--- src/rtl/ntt_butterfly_pe.sv ---
// Modular CT/GS butterfly for NTT/INTT with a runtime twiddle and Barrett reduction mod Q.
// Latency 4 cycles, 1 item/clk; whole pipe holds while valid_out & ~out_ready (in_ready low).
module ntt_butterfly_pe #(
   parameter int W = 12,
   parameter int Q = 3329
) (
   input  logic         clk,
   input  logic         r,
   input  logic         valid_in,
   output logic         in_ready,
   input  logic         mode,
   input  logic [W-1:0] IN_1,
   input  logic [W-1:0] IN_2,
   input  logic [W-1:0] TW,
   output logic         valid_out,
   input  logic         out_ready,
   output logic [W-1:0] U,
   output logic [W-1:0] V
);
   localparam int K  = 2 * W;
   localparam int W2 = 2 * W;
   localparam int PW = W2 + K + 1;
   localparam logic [K:0]    TWO_K = (K+1)'(1) << K;
   localparam logic [K:0]    M     = TWO_K / (K+1)'(Q);
   localparam logic [W:0]    Q_W1  = (W+1)'(Q);
   localparam logic [W+1:0]  Q_W2  = (W+2)'(Q);
   localparam logic [W2-1:0] Q_P   = W2'(Q);

   function automatic logic [W-1:0] mod_add(input logic [W-1:0] x, input logic [W-1:0] y);
      logic [W:0] t;
      t = {1'b0, x} + {1'b0, y};
      if (t >= Q_W1) t = t - Q_W1;
      return t[W-1:0];
   endfunction

   // Borrow lands in bit W because |x-y| < 2**W.
   function automatic logic [W-1:0] mod_sub(input logic [W-1:0] x, input logic [W-1:0] y);
      logic [W:0] t;
      t = {1'b0, x} - {1'b0, y};
      if (t[W]) t = t + Q_W1;
      return t[W-1:0];
   endfunction

   logic stall;
   assign stall    = valid_out & ~out_ready;
   assign in_ready = ~stall;

   logic          s1_vld, s1_mode;
   logic [W-1:0]  s1_a, s1_b, s1_w, s1_s, s1_d;
   logic          s2_vld, s2_mode;
   logic [W-1:0]  s2_a, s2_s;
   logic [W2-1:0] s2_p;
   logic          s3_vld, s3_mode;
   logic [W-1:0]  s3_a, s3_s, s3_x;

   // Barrett quotient estimate undershoots by at most 2, hence two corrections.
   logic [W2-1:0] t3;
   logic [W+1:0]  x3;
   always_comb begin
      t3 = W2'((PW'(s2_p) * PW'(M)) >> K);
      x3 = (W+2)'(s2_p - t3 * Q_P);
      if (x3 >= Q_W2) x3 = x3 - Q_W2;
      if (x3 >= Q_W2) x3 = x3 - Q_W2;
   end

   always_ff @(posedge clk or negedge r) begin
      if (!r) begin
         s1_vld  <= 1'b0;
         s1_mode <= 1'b0;
         s1_a    <= '0;
         s1_b    <= '0;
         s1_w    <= '0;
         s1_s    <= '0;
         s1_d    <= '0;
         s2_vld  <= 1'b0;
         s2_mode <= 1'b0;
         s2_a    <= '0;
         s2_s    <= '0;
         s2_p    <= '0;
         s3_vld  <= 1'b0;
         s3_mode <= 1'b0;
         s3_a    <= '0;
         s3_s    <= '0;
         s3_x    <= '0;
         valid_out <= 1'b0;
         U       <= '0;
         V       <= '0;
      end else if (!stall) begin
         s1_vld  <= valid_in;
         s1_mode <= mode;
         s1_a    <= IN_1;
         s1_b    <= IN_2;
         s1_w    <= TW;
         s1_s    <= mod_add(IN_1, IN_2);
         s1_d    <= mod_sub(IN_1, IN_2);

         s2_vld  <= s1_vld;
         s2_mode <= s1_mode;
         s2_a    <= s1_a;
         s2_s    <= s1_s;
         s2_p    <= W2'(s1_w) * W2'(s1_mode ? s1_d : s1_b);

         s3_vld  <= s2_vld;
         s3_mode <= s2_mode;
         s3_a    <= s2_a;
         s3_s    <= s2_s;
         s3_x    <= W'(x3);

         valid_out <= s3_vld;
         // Outputs only move for real items, so bubbles leave U/V untouched.
         if (s3_vld) begin
            U <= s3_mode ? s3_s : mod_add(s3_a, s3_x);
            V <= s3_mode ? s3_x : mod_sub(s3_a, s3_x);
         end
      end
   end
endmodule

--- config.mk ---
export PLATFORM = sky130hd
export DESIGN_NAME = ntt_butterfly_pe
export DESIGN_NICKNAME = d
export VERILOG_FILES = /design/src/rtl/ntt_butterfly_pe.sv
export SDC_FILE = /design/constraint.sdc
export NUM_CORES = 1
export LEC_CHECK = 0
export BUFFER_PORTS_ARGS = -buffer_cell sky130_fd_sc_hd__buf_2
export CAP_MARGIN = 40
export CORE_MARGIN = 3
export CORE_UTILIZATION = 50
export CTS_CLUSTER_DIAMETER = 60
export CTS_CLUSTER_SIZE = 10
export DETAILED_ROUTE_END_ITERATION = 8
export PLACE_DENSITY = 0.66
export SLEW_MARGIN = 0
export SYNTH_ARGS = -nofsm -noshare
export SYNTH_HDL_FRONTEND = slang
export SYNTH_SLANG_ARGS = --single-unit
--- constraint.sdc ---
create_clock -name clk -period 16.97 [get_ports clk]
set_clock_uncertainty 0.15 [all_clocks]
set_input_delay 0 -clock clk [delete_from_list [all_inputs] [get_ports clk]]
set_output_delay 0 -clock clk [all_outputs]
set_load 0.03 [all_outputs]
==> impl_metrics.ini <==
[run_status]
status = complete, no violations

[setup_path]
crit_top_cell = fa_1
worstReg2RegEnd = s3_x[7]
cp-end-kind = flop
crit_end = s3_x[7]
worstReg2RegStart = s2_p[17]
path_class = flop to flop
rrSetupSlack_ns = 4.71
worstPathMaxFanout = 12
worstPathRequired_ns = 17.12
slowest_stage = o41ai_1
r2r_cells = 39
worstSetupStartpoint = s2_p[17]
worstPathArrival_ns = 12.40
startpoint_type = flop
critical_path.max_stage_delay_ns = 0.74

[global_routing]
grt_pass1_vias = 16670
grt_max_degree = 87
grt_antenna_before_repair = 0
overflow = 0
grt_util_all_layers = 0.2275
grt_pass1_wl_mm = 83.04

[sta]
holdWs_ns = 0.001347
maxSlewHeadroom = 0.4008
rsz0062_at_grt = false
final_max_slew_viol_count = 0
max_freq_mhz = 81.59
post-route-period-util = 0.7223
fin_tns_setup_ns = 0
hold_viol = 0
final.min_clock_period_ns = 12.26
setup_violations = 0
tightest_slew_ns = 0.8924

[drt]
wl_per_cell_um = 16.12
drc = 0
firstDrtPassIters = 5
viasPerCell = 5.288
drtAntennaViolNets = 0
num_vias = 16140
totalWireLength_mm = 49.19
drtIter0Drc = 755

[floorplan]
die_area_sq_um = 45450
core_area_sq_um = 42130
die_w_um = 213.2
die_h_um = 213.2
io_pins = 67
floorplan.initialDensity = 0.5094
rows = 75

[cells_and_area]
seqCellArea_sq_um = 4379
fin_nets = 3063
drive_above_1_share = 0.05213
area_growth_syn_to_layout_pct = 8.668
utilization = 0.5536
antenna_cells = 0
multi_input_area_sq_um = 15270
final.fill_count = 3818
stdcell_area_sq_um = 23320

[synthesis]
synth_edf_count = 0
ys_seq_elements = 175
yosys.area.top_type = fa_1
yosys-top-cells-area = fa_1 (22%), dfrtp_1 (20%), ha_1 (16%), nand2_1 (7.9%), inv_1 (7.0%)
synth.avg_cell_area_sq_um = 8.789
synth_area_sq_um = 21460
ys_types = 67
synth_ff_type = dfrtp_1
syn_nets = 3004
synth_top_area_share = 0.2229
synth_seq_area_share = 0.2040
synth_cells = 2442
yosysWarnings = 0
synth_async_sr_flop_share = 1.000

[min_path]
hp-class = input pin to async pin

[clock_network]
hold_buffers = 46
cts.clk_slew.worst_paths_ns = 0.07
cts_tree = done
clockBufferDepth = 2
postCtsSetupBuffers = 0
cts_inserted_buffers = 17
cts_sinks = 175
cts-resized-gates = 0
cts_root_buf = clkbuf_16
htreeDepth = 4
clock_latency_ns = 0.45

[place]
gp_congestion = 0.9103
place_area_sq_um = 22260
io_buffers = 66
dp_hpwl_mm = 39.16

[run]
drv_cap = 0
==> layout by cell type, fill, tap and decap left out, types with 7 or more instances in the layout <==
| master | synthesis | routed |
|---|---|---|
| buf_2 | 0 | 65 |
| and2_1 | 32 | 32 |
| inv_1 | 398 | 397 |
| o21ai_0 | 97 | 97 |
| a21boi_0 | 12 | 12 |
| nand2b_1 | 20 | 20 |
| nor2_1 | 104 | 104 |
| mux2i_1 | 20 | 20 |
| nand4_1 | 7 | 7 |
| nand2_1 | 450 | 450 |
| nor2b_1 | 37 | 36 |
| a31oi_1 | 8 | 8 |
| nor3_1 | 27 | 27 |
| a21o_1 | 14 | 14 |
| mux2_2 | 10 | 10 |
| o21a_1 | 24 | 24 |
| clkbuf_16 | 0 | 17 |
| xor2_1 | 32 | 32 |
| xnor2_1 | 100 | 100 |
| fa_1 | 239 | 239 |
| dfrtp_1 | 175 | 175 |
| or3_1 | 7 | 7 |
| a21oi_1 | 102 | 102 |
| nand3_1 | 33 | 33 |
| dlygate4sd3_1 | 0 | 46 |
| a211oi_1 | 13 | 13 |
| buf_4 | 1 | 8 |
| o21bai_1 | 21 | 21 |
| o31ai_1 | 14 | 14 |
| and3_1 | 11 | 11 |
| ha_1 | 282 | 282 |
==> registers in the layout, summed over array words and instances, names as in the netlist <==
| register | flops |
|---|---|
| U | 12 |
| s2_vld | 1 |
| s1_vld | 1 |
| s3_a | 12 |
| s1_b | 12 |
| s2_p | 24 |
| s3_s | 12 |
| valid_out | 1 |
| V | 12 |
| s2_s | 12 |
| s1_w | 12 |
| s2_a | 12 |
| s1_d | 12 |
| s3_x | 12 |
| s1_s | 12 |
| s3_mode | 1 |
| s2_mode | 1 |
| s1_a | 12 |
| s1_mode | 1 |
| s3_vld | 1 |
==> Yosys cell counts (21+ instances only) <==
cell type	number
nand3_1	33
and2_1	32
inv_1	398
fa_1	239
clkbuf_1	73
nor3_1	27
a21oi_1	102
o21a_1	24
xnor2_1	100
o21ai_0	97
nor2_1	104
dfrtp_1	175
nand2_1	450
o21bai_1	21
xor2_1	32
nor2b_1	37
ha_1	282
==> per-layer routing <==
layer,vias up,GRT usage,wire [um]
met5,-,0,0
met4,0,0.05789,1014
met3,68,0.03497,1919
met2,295,0.3731,23170
met1,7880,0.3183,23080
li1,7897,-,-
==> stage by stage <==
stage | setup WS [ns] | instances
after floorplan | 6.184 | 2442
after global placement | 5.143 | 2973
after detailed placement | 4.812 | 2975
after CTS | 4.752 | 3052
after global routing | 3.878 | 3052
final | 4.713 | 3052
==> worst min path at each step <==
stage,startpoint,endpoint,slack (ns),depth (start not counted)
global placement,r,s2_p[3],-0.07,1
global route,r,s2_p[3],0.06,2
detailed placement,r,s2_p[3],-0.06,1
finish,r,s2_p[3],0.001,2
CTS,r,s2_p[3],0.02,2
floorplan,r,U[0],-0.45,0
==> layout make-up <==
cell class              instances  share of cell area
multi-input cells            1786              0.6549
flip-flops and latches        175              0.1878
inverters                     399             0.06432
repair buffers                122             0.03803
well taps                     539             0.02891
clock buffers                  18             0.01883
clock inverters                13            0.007242
==> logic make-up after synthesis <==
| kind of cell | Yosys count | share of synthesized area |
|---|---|---|
| flops | 175 | 0.2040 |
| buf+inv | 481 | 0.08464 |
| fa+ha+maj | 521 | 0.3873 |
| simple gates | 742 | 0.1489 |
| xor+xnor | 135 | 0.05678 |
| compound gates | 358 | 0.1038 |
| mux | 30 | 0.01457 |
==> worst max-delay path: cells and delay by family (launching register included) <==
family	cells	cell delay (ns)
buf+inv	3	0.15
fa+ha+maj	12	5.09
xor+xnor	4	1.54
flops	1	0.61
simple gates	8	1.63
compound gates	12	2.87
Power is left out: the tool's default activity adds up to more than one toggle a clock period on the data nets, which glitch-free logic cannot reach.
